<file path="config.mk">
export PLATFORM = sky130hd
export DESIGN_NAME = perf_counter_bank
export DESIGN_NICKNAME = d
export VERILOG_FILES = /design/src/rtl/perf_counter_bank.sv
export SDC_FILE = /design/constraint.sdc
export NUM_CORES = 1
export LEC_CHECK = 0
export ABC_CLOCK_PERIOD_IN_PS = 5340
export BUFFER_PORTS_ARGS = -buffer_cell sky130_fd_sc_hd__buf_2
export CAP_MARGIN = 20
export CORE_ASPECT_RATIO = 1.25
export CORE_UTILIZATION = 63
export CTS_CLUSTER_SIZE = 14
export DETAILED_ROUTE_END_ITERATION = 10
export PLACE_DENSITY_LB_ADDON = 0.05
export SYNTH_ARGS = -nofsm -noshare
export SYNTH_HDL_FRONTEND = slang
export SYNTH_SLANG_ARGS = --single-unit
export TNS_END_PERCENT = 100
</file>
<file path="constraint.sdc">
create_clock -name clk -period 5.34 [get_ports clk]
set_input_delay 1.068 -clock clk [delete_from_list [all_inputs] [get_ports clk]]
set_output_delay 1.068 -clock clk [all_outputs]
set_load 0.005 [all_outputs]
</file>
<file path="src/rtl/perf_counter_bank.sv">
// Event-counter bank: NUM_EVT event channels plus a cycle counter, counting only in RUN,
// with a snapshot shadow bank behind a registered read port and sticky overflow flags.
module perf_counter_bank #(
  parameter int NUM_EVT  = 8,
  parameter int CNT_W    = 32,
  parameter int SAT_MODE = 0,
  parameter int SEL_W    = 5
) (
  input  logic               clk,
  input  logic               rst,
  input  logic               enable,
  input  logic [NUM_EVT-1:0] evt,
  input  logic               halt,
  input  logic               clear,
  input  logic               snap,
  input  logic [SEL_W-1:0]   rd_sel,
  output logic [CNT_W-1:0]   rd_data,
  output logic [NUM_EVT:0]   ovf,
  output logic [1:0]         state
);

  localparam int NC = NUM_EVT + 1;

  typedef enum logic [1:0] {
    ST_IDLE   = 2'd0,
    ST_RUN    = 2'd1,
    ST_HALTED = 2'd2
  } state_t;

  state_t           state_q, state_d;
  logic [CNT_W-1:0] cnt_q    [NC];
  logic [CNT_W-1:0] cnt_d    [NC];
  logic [CNT_W-1:0] shadow_q [NC];
  logic [CNT_W-1:0] shadow_d [NC];
  logic [NUM_EVT:0] ovf_q, ovf_d;
  logic [NUM_EVT:0] inc;
  logic [CNT_W-1:0] rd_data_q, rd_data_d;
  logic             run;
  logic             snap_load;

  always_comb begin
    state_d = state_q;
    case (state_q)
      ST_IDLE:   if (enable) state_d = ST_RUN;
      ST_RUN: begin
        if (halt)         state_d = ST_HALTED;
        else if (!enable) state_d = ST_IDLE;
      end
      ST_HALTED: if (clear) state_d = ST_IDLE;
      default:   state_d = ST_IDLE;
    endcase
  end

  assign run       = (state_q == ST_RUN);
  // Top bit is the cycle counter, which ticks on every RUN cycle.
  assign inc       = {1'b1, evt} & {NC{run}};
  // Entering HALTED captures the counters including the halting cycle's increment.
  assign snap_load = snap | (run & halt);

  always_comb begin
    ovf_d = ovf_q;
    for (int i = 0; i < NC; i++) begin
      cnt_d[i] = cnt_q[i];
      if (inc[i]) begin
        if (&cnt_q[i]) begin
          ovf_d[i] = 1'b1;
          if (SAT_MODE == 0) cnt_d[i] = '0;
        end else begin
          cnt_d[i] = cnt_q[i] + CNT_W'(1);
        end
      end
      shadow_d[i] = snap_load ? cnt_d[i] : shadow_q[i];
      if (clear) begin
        cnt_d[i]    = '0;
        shadow_d[i] = '0;
      end
    end
    if (clear) ovf_d = '0;
  end

  // Reads see the shadow as it was before this edge; out-of-range selects return 0.
  always_comb begin
    rd_data_d = '0;
    for (int i = 0; i < NC; i++) begin
      if (rd_sel == SEL_W'(i)) rd_data_d = shadow_q[i];
    end
  end

  always_ff @(posedge clk) begin
    if (!rst) begin
      state_q   <= ST_IDLE;
      ovf_q     <= '0;
      rd_data_q <= '0;
      for (int i = 0; i < NC; i++) begin
        cnt_q[i]    <= '0;
        shadow_q[i] <= '0;
      end
    end else begin
      state_q   <= state_d;
      ovf_q     <= ovf_d;
      rd_data_q <= rd_data_d;
      for (int i = 0; i < NC; i++) begin
        cnt_q[i]    <= cnt_d[i];
        shadow_q[i] <= shadow_d[i];
      end
    end
  end

  assign rd_data = rd_data_q;
  assign ovf     = ovf_q;
  assign state   = state_q;

endmodule
</file>
-- Word-level counts from Yosys, hierarchy flattened
Memory sizes are Yosys's and may differ from the RTL's.
Index checks and enable logic that the tools add are counted.
- register bits after elaboration: 43
- latch bits: 0
- memory bits (writable): 576
- memory bits (read-only): 0
- memories kept: 2
- add/sub/neg operators: 9
- multipliers: 0
- divide/modulo/power cells: 0
- order comparisons: 0
- eq/ne operators: 13
- shift operators: 0
- multiplexer cells: 79
- bitwise gates (word level): 22
- reduce and logical (&&, ||, !) cells: 22
- memories (name ; words ; bits a word ; rd ports ; clocked after memory_dff ; write ports ; RTL line ; source):
    cnt_q ; 9 ; 32 ; 9 ; 0 ; 9 ; 31 ; logic [CNT_W-1:0] cnt_q [NC];
    shadow_q ; 9 ; 32 ; 9 ; 0 ; 9 ; 33 ; logic [CNT_W-1:0] shadow_q [NC];
- operators with widths (cell ; count):
    32-bit two-way mux ; 72
    33-bit AND reduction ; 9
    32-bit by 1-bit adder with 32-bit output (second input constant) ; 9
    32-bit AND reduction ; 9
    5-bit by 3-bit equality test with 1-bit output (second input constant) ; 4
    1-bit bitwise OR ; 19
    5-bit by 2-bit equality test with 1-bit output (second input constant) ; 2
    9-bit AND ; 1
    2-bit two-way mux ; 4
    2-bit case mux with 3 select lines ; 1
    5-bit by 1-bit equality test with 1-bit output (second input constant) ; 1
    5-bit by 4-bit equality test with 1-bit output (second input constant) ; 1
    5-bit logical NOT ; 1
    2-bit != test (second input constant) ; 2
    3-bit != test (second input constant) ; 1
    3-bit AND reduction ; 1
    2-bit by 1-bit equality test with 1-bit output (second input constant) ; 1
    2-bit equality test (second input constant) ; 1
    2-bit logical NOT ; 1
    1-bit two-way mux ; 2
    2-bit OR reduction ; 1
    1-bit AND ; 1
    1-bit inverter ; 1

-- Logic depth before layout (Yosys ltp)
- depth after elaboration: 10
- mapped depth: 8
- gate-level depth less buffers: 6

-- Worst setup path before layout
Ideal clock, no wire load.
- kind: input to register
- start point: input port rd_sel[0]
- end point: register rd_data_q[14] (netlist: rd_data[14])
- data arrival time: 2.590 ns
- setup slack: 2.621 ns
- stages: 7
- path through: buf_2 > or4b_1 > clkbuf_1 > or2_2 > clkbuf_1 > o21ai_0 > a31oi_1
- word-level cells in the longest chain between the ends: 10
- ends and longest elaborated chain (what ; RTL line ; source):
    start: declaration ; 16 ; input logic [SEL_W-1:0] rd_sel,
    5-bit logical NOT ; 85 ; if (rd_sel == SEL_W'(i)) rd_data_d = shadow_q[i];
    32-bit two-way mux (8 in series) ; 85 ;
    32-bit two-way mux * ; 85 ;
    end signal: assignment ; 101 ; rd_data_q <= rd_data_d;
    end: declaration ; 37 ; logic [CNT_W-1:0] rd_data_q, rd_data_d;
Every way passes the cells marked *; elsewhere a longest branch is shown, timed or not.
A chain may end at the register's enable or synchronous reset.

==> results_dict.tcl <==
set metrics [dict create \
    globalRouteTotalUtil_pct 37.4 \
    worst_ep_arrival_time_ps 3970 \
    total_vias_in_the_final_route 22756 \
    clkSinkCount 619 \
    final_common_cell "sky130_fd_sc_hd__dfxtp_1" \
    sequential_to_total_area_share_from_yosys_stat_pct 47.7 \
    mostFrequentLayoutCells "619 x sky130_fd_sc_hd__dfxtp_1, 398 x sky130_fd_sc_hd__nor2_1, 288 x sky130_fd_sc_hd__nand2_1" \
    worstSkewPairLatency_ps 630 \
    number_of_standard_cells_after_synthesis 2988 \
    design.core.area_um2 40300 \
    yosysWarningCount 0 \
    leak_uw 0.00964 \
    drt_drc_violations_left 0 \
    critPathMaxFanout 13 \
    fmax_mhz 287 \
    cts.repair.resized 0 \
    dr.pass1.iters 9 \
    layout_worst_path_cycle_share_pct 65.3 \
    grt_start_max_net_pins 172 \
    yosys_register_bits 619 \
    antenna_found_initial 0 \
    max_cap_violations 0 \
    pwr-share-clk_pct 45.9 \
    drtAntennaViolNets 0 \
    share_of_layout_cells_above_drive_strength_1_pct 8.52 \
    cts_post_setup_buffers_inserted 0 \
    globalRouteOverflowTotal 0 \
    antenna-diode-count 0 \
    fraction_of_power_spent_switching_nets_pct 22.7 \
    cts_inserted_buffers 58 \
    power_share_of_the_combinational_group_pct 3.6 \
    drt_first_iter_violations 2261 \
    cts-root-buf "sky130_fd_sc_hd__clkbuf_16" \
    pwr-share-seq_pct 50.5 \
    layout.nets 3000 \
    clk_pin_slew_ps 60 \
    worst_setup_sp_type "register" \
    async_flop_share_pct 0 \
    synth.avg_cell_area_um2 8.69 \
    synth_cell_type_count 78 \
    design_power_total_uw 9280 \
    rsz0062_at_grt "false" \
    finalWeightedCongestion 0.976 \
    finalSetupViolCount 0 \
    rows 82 \
    run_status "completed" \
    worst_slew_pin_slew_ps 1090 \
    via_count_of_the_first_global_routing_pass 21268 \
    power.net_switching_uw 2110 \
    worst_clock_skew_ps 18.3 \
    via_per_inst 6.39 \
    areaGrowthSynthToFinish_pct 10.1 \
    detailed_place_hpwl_mm 56.8 \
    timing.setup.tns_ps 0 \
    regToRegSetupSlack_ps 1850 \
    final_hold_viol_count 0 \
    crit_type "register to register" \
    clock_path_buffers 3 \
    worstSetupEndpointType "register" \
    count_of_h_tree_levels_built_during_cts 2 \
    power_density_nw_per_um2 325 \
    grt_pass1_wl_mm 121 \
    syn-num-nets 3016 \
    fin_max_slew_vios 0 \
    floorplan.io_pins 62 \
    dieWidth_um 184 \
    cts_tree "done" \
    wl_mm 79.5 \
    crit_required_ps 5830 \
    mappedNetlistArea_um2 26000 \
    holdBufCountCts 0 \
    hold_path.class "register to register" \
    number_of_enable_type_register_cells_in_the_synthesized_netlist 0 \
    initial_utilization_pct 64.4 \
    slew-limit-headroom_pct 26.6 \
    die_h_um 229 \
    ys_dominant_reg_cell "sky130_fd_sc_hd__dfxtp_1" \
    portBuffers 61 \
    min_period_ps 3490 \
    dieArea_um2 42000 \
    power.ir.vdd_worst_mv 0.301 \
    p_int_uw 7170 \
    routedWlPerCell_um 22.3 \
]
path summary, 6_finish.rpt:
path / start / depth (start not counted) / end
max: state[0] / 5 / cnt_q[0][283]
min reg2reg: shadow_q[0][240] / 2 / shadow_q[0][240]
max reg2reg: state[0] / 5 / cnt_q[0][283]
min: shadow_q[0][240] / 2 / shadow_q[0][240]
cell families (layout without fill, tap and decap cells):
logic type                 after synthesis  in the layout  share of synthesized area (%)
adders and majority gates                9              9                          0.434
DFF                                    619            619                           47.7
AOI/OAI and AO/OA                      661            661                           15.8
muxes                                    4              4                          0.159
buffers and inverters                  204            232                           3.35
xor gates and xnor gates               246            246                           8.30
and+or+nand+nor                       1245           1245                           24.2
synthesized netlist by cell type, types with 9 or more instances:
master                     count  area (µm²)
sky130_fd_sc_hd__and4_1       25         219
sky130_fd_sc_hd__xnor2_1      81         709
sky130_fd_sc_hd__inv_1        28         105
sky130_fd_sc_hd__nor4_2       12         150
sky130_fd_sc_hd__a21oi_1     134         671
sky130_fd_sc_hd__a31oi_1      22         138
sky130_fd_sc_hd__and2_1       27         169
sky130_fd_sc_hd__nand4b_1      9        78.8
sky130_fd_sc_hd__nor4_1       29         181
sky130_fd_sc_hd__dfxtp_1     619       12400
sky130_fd_sc_hd__nor2_1      401        1510
sky130_fd_sc_hd__and3_1       57         357
sky130_fd_sc_hd__nand3b_1     10        75.1
sky130_fd_sc_hd__nand4_1     131         820
sky130_fd_sc_hd__xor2_1      165        1450
sky130_fd_sc_hd__nor3_1       55         275
sky130_fd_sc_hd__nand3_1     128         641
sky130_fd_sc_hd__a21o_1       29         218
sky130_fd_sc_hd__a211oi_1     57         428
sky130_fd_sc_hd__a221oi_1     60         526
sky130_fd_sc_hd__a222oi_1     29         290
sky130_fd_sc_hd__buf_2        32         160
sky130_fd_sc_hd__o21ai_1      10        50.1
sky130_fd_sc_hd__clkbuf_1    124         465
sky130_fd_sc_hd__o21ai_0     274        1370
sky130_fd_sc_hd__ha_1          9         113
sky130_fd_sc_hd__nand2_1     288        1080
power groups by stage:
stage | Combinational (µW) | Clock, µW | Sequential [µW]
2_1_floorplan | 208 | 0 | 4770
3_3_place_gp | 317 | 0 | 4790
3_5_place_dp | 321 | 0 | 4790
4_1_cts | 323 | 4270 | 4690
5_1_grt | 353 | 4450 | 4690
6_report | 332 | 4260 | 4690
flip-flops by register name, indices dropped and copies added, names as in the netlist:
name / cells
rd_data: 32
ovf: 9
cnt_q: 288
shadow_q: 288
state: 2
cell type report:
class	instances	area (µm²)
flip-flops and latches	619	12400
multi-input cells	2165	12800
clock inverters	23	265
well taps	546	683
fillers	3274	11800
repair buffers	100	663
clock buffers	81	1690
inverters	28	105
stage by stage:
step           util [%]  setup WS, ps  instance area (µm²)  hold WS (ps)  instances
2_1_floorplan         -          2620                26000           420       2988
3_3_place_gp       65.9          1780                26600           433       3454
3_5_place_dp       65.9          1710                26600           438       3456
4_1_cts            70.8          2060                28500           449       3560
5_1_grt            70.9          1770                28600           473       3562
6_report           70.9          1850                28600           451       3562
critical path, stage by stage, from the launching register on:
cell	delay (ps)
sky130_fd_sc_hd__dfxtp_1	910
sky130_fd_sc_hd__nand2b_1	670
sky130_fd_sc_hd__nor2_1	700
sky130_fd_sc_hd__nand4_1	430
sky130_fd_sc_hd__nand2_1	530
sky130_fd_sc_hd__nor2_1	100
metal layers:
metal	part of all wire (%)	up-vias	track usage, %
li1	-	10645	-
met1	40	10944	47.6
met2	47	978	61.4
met3	8.0	189	5.34
met4	5.5	0	19.8
met5	0	-	0
Power figures use the tool's default switching activity.
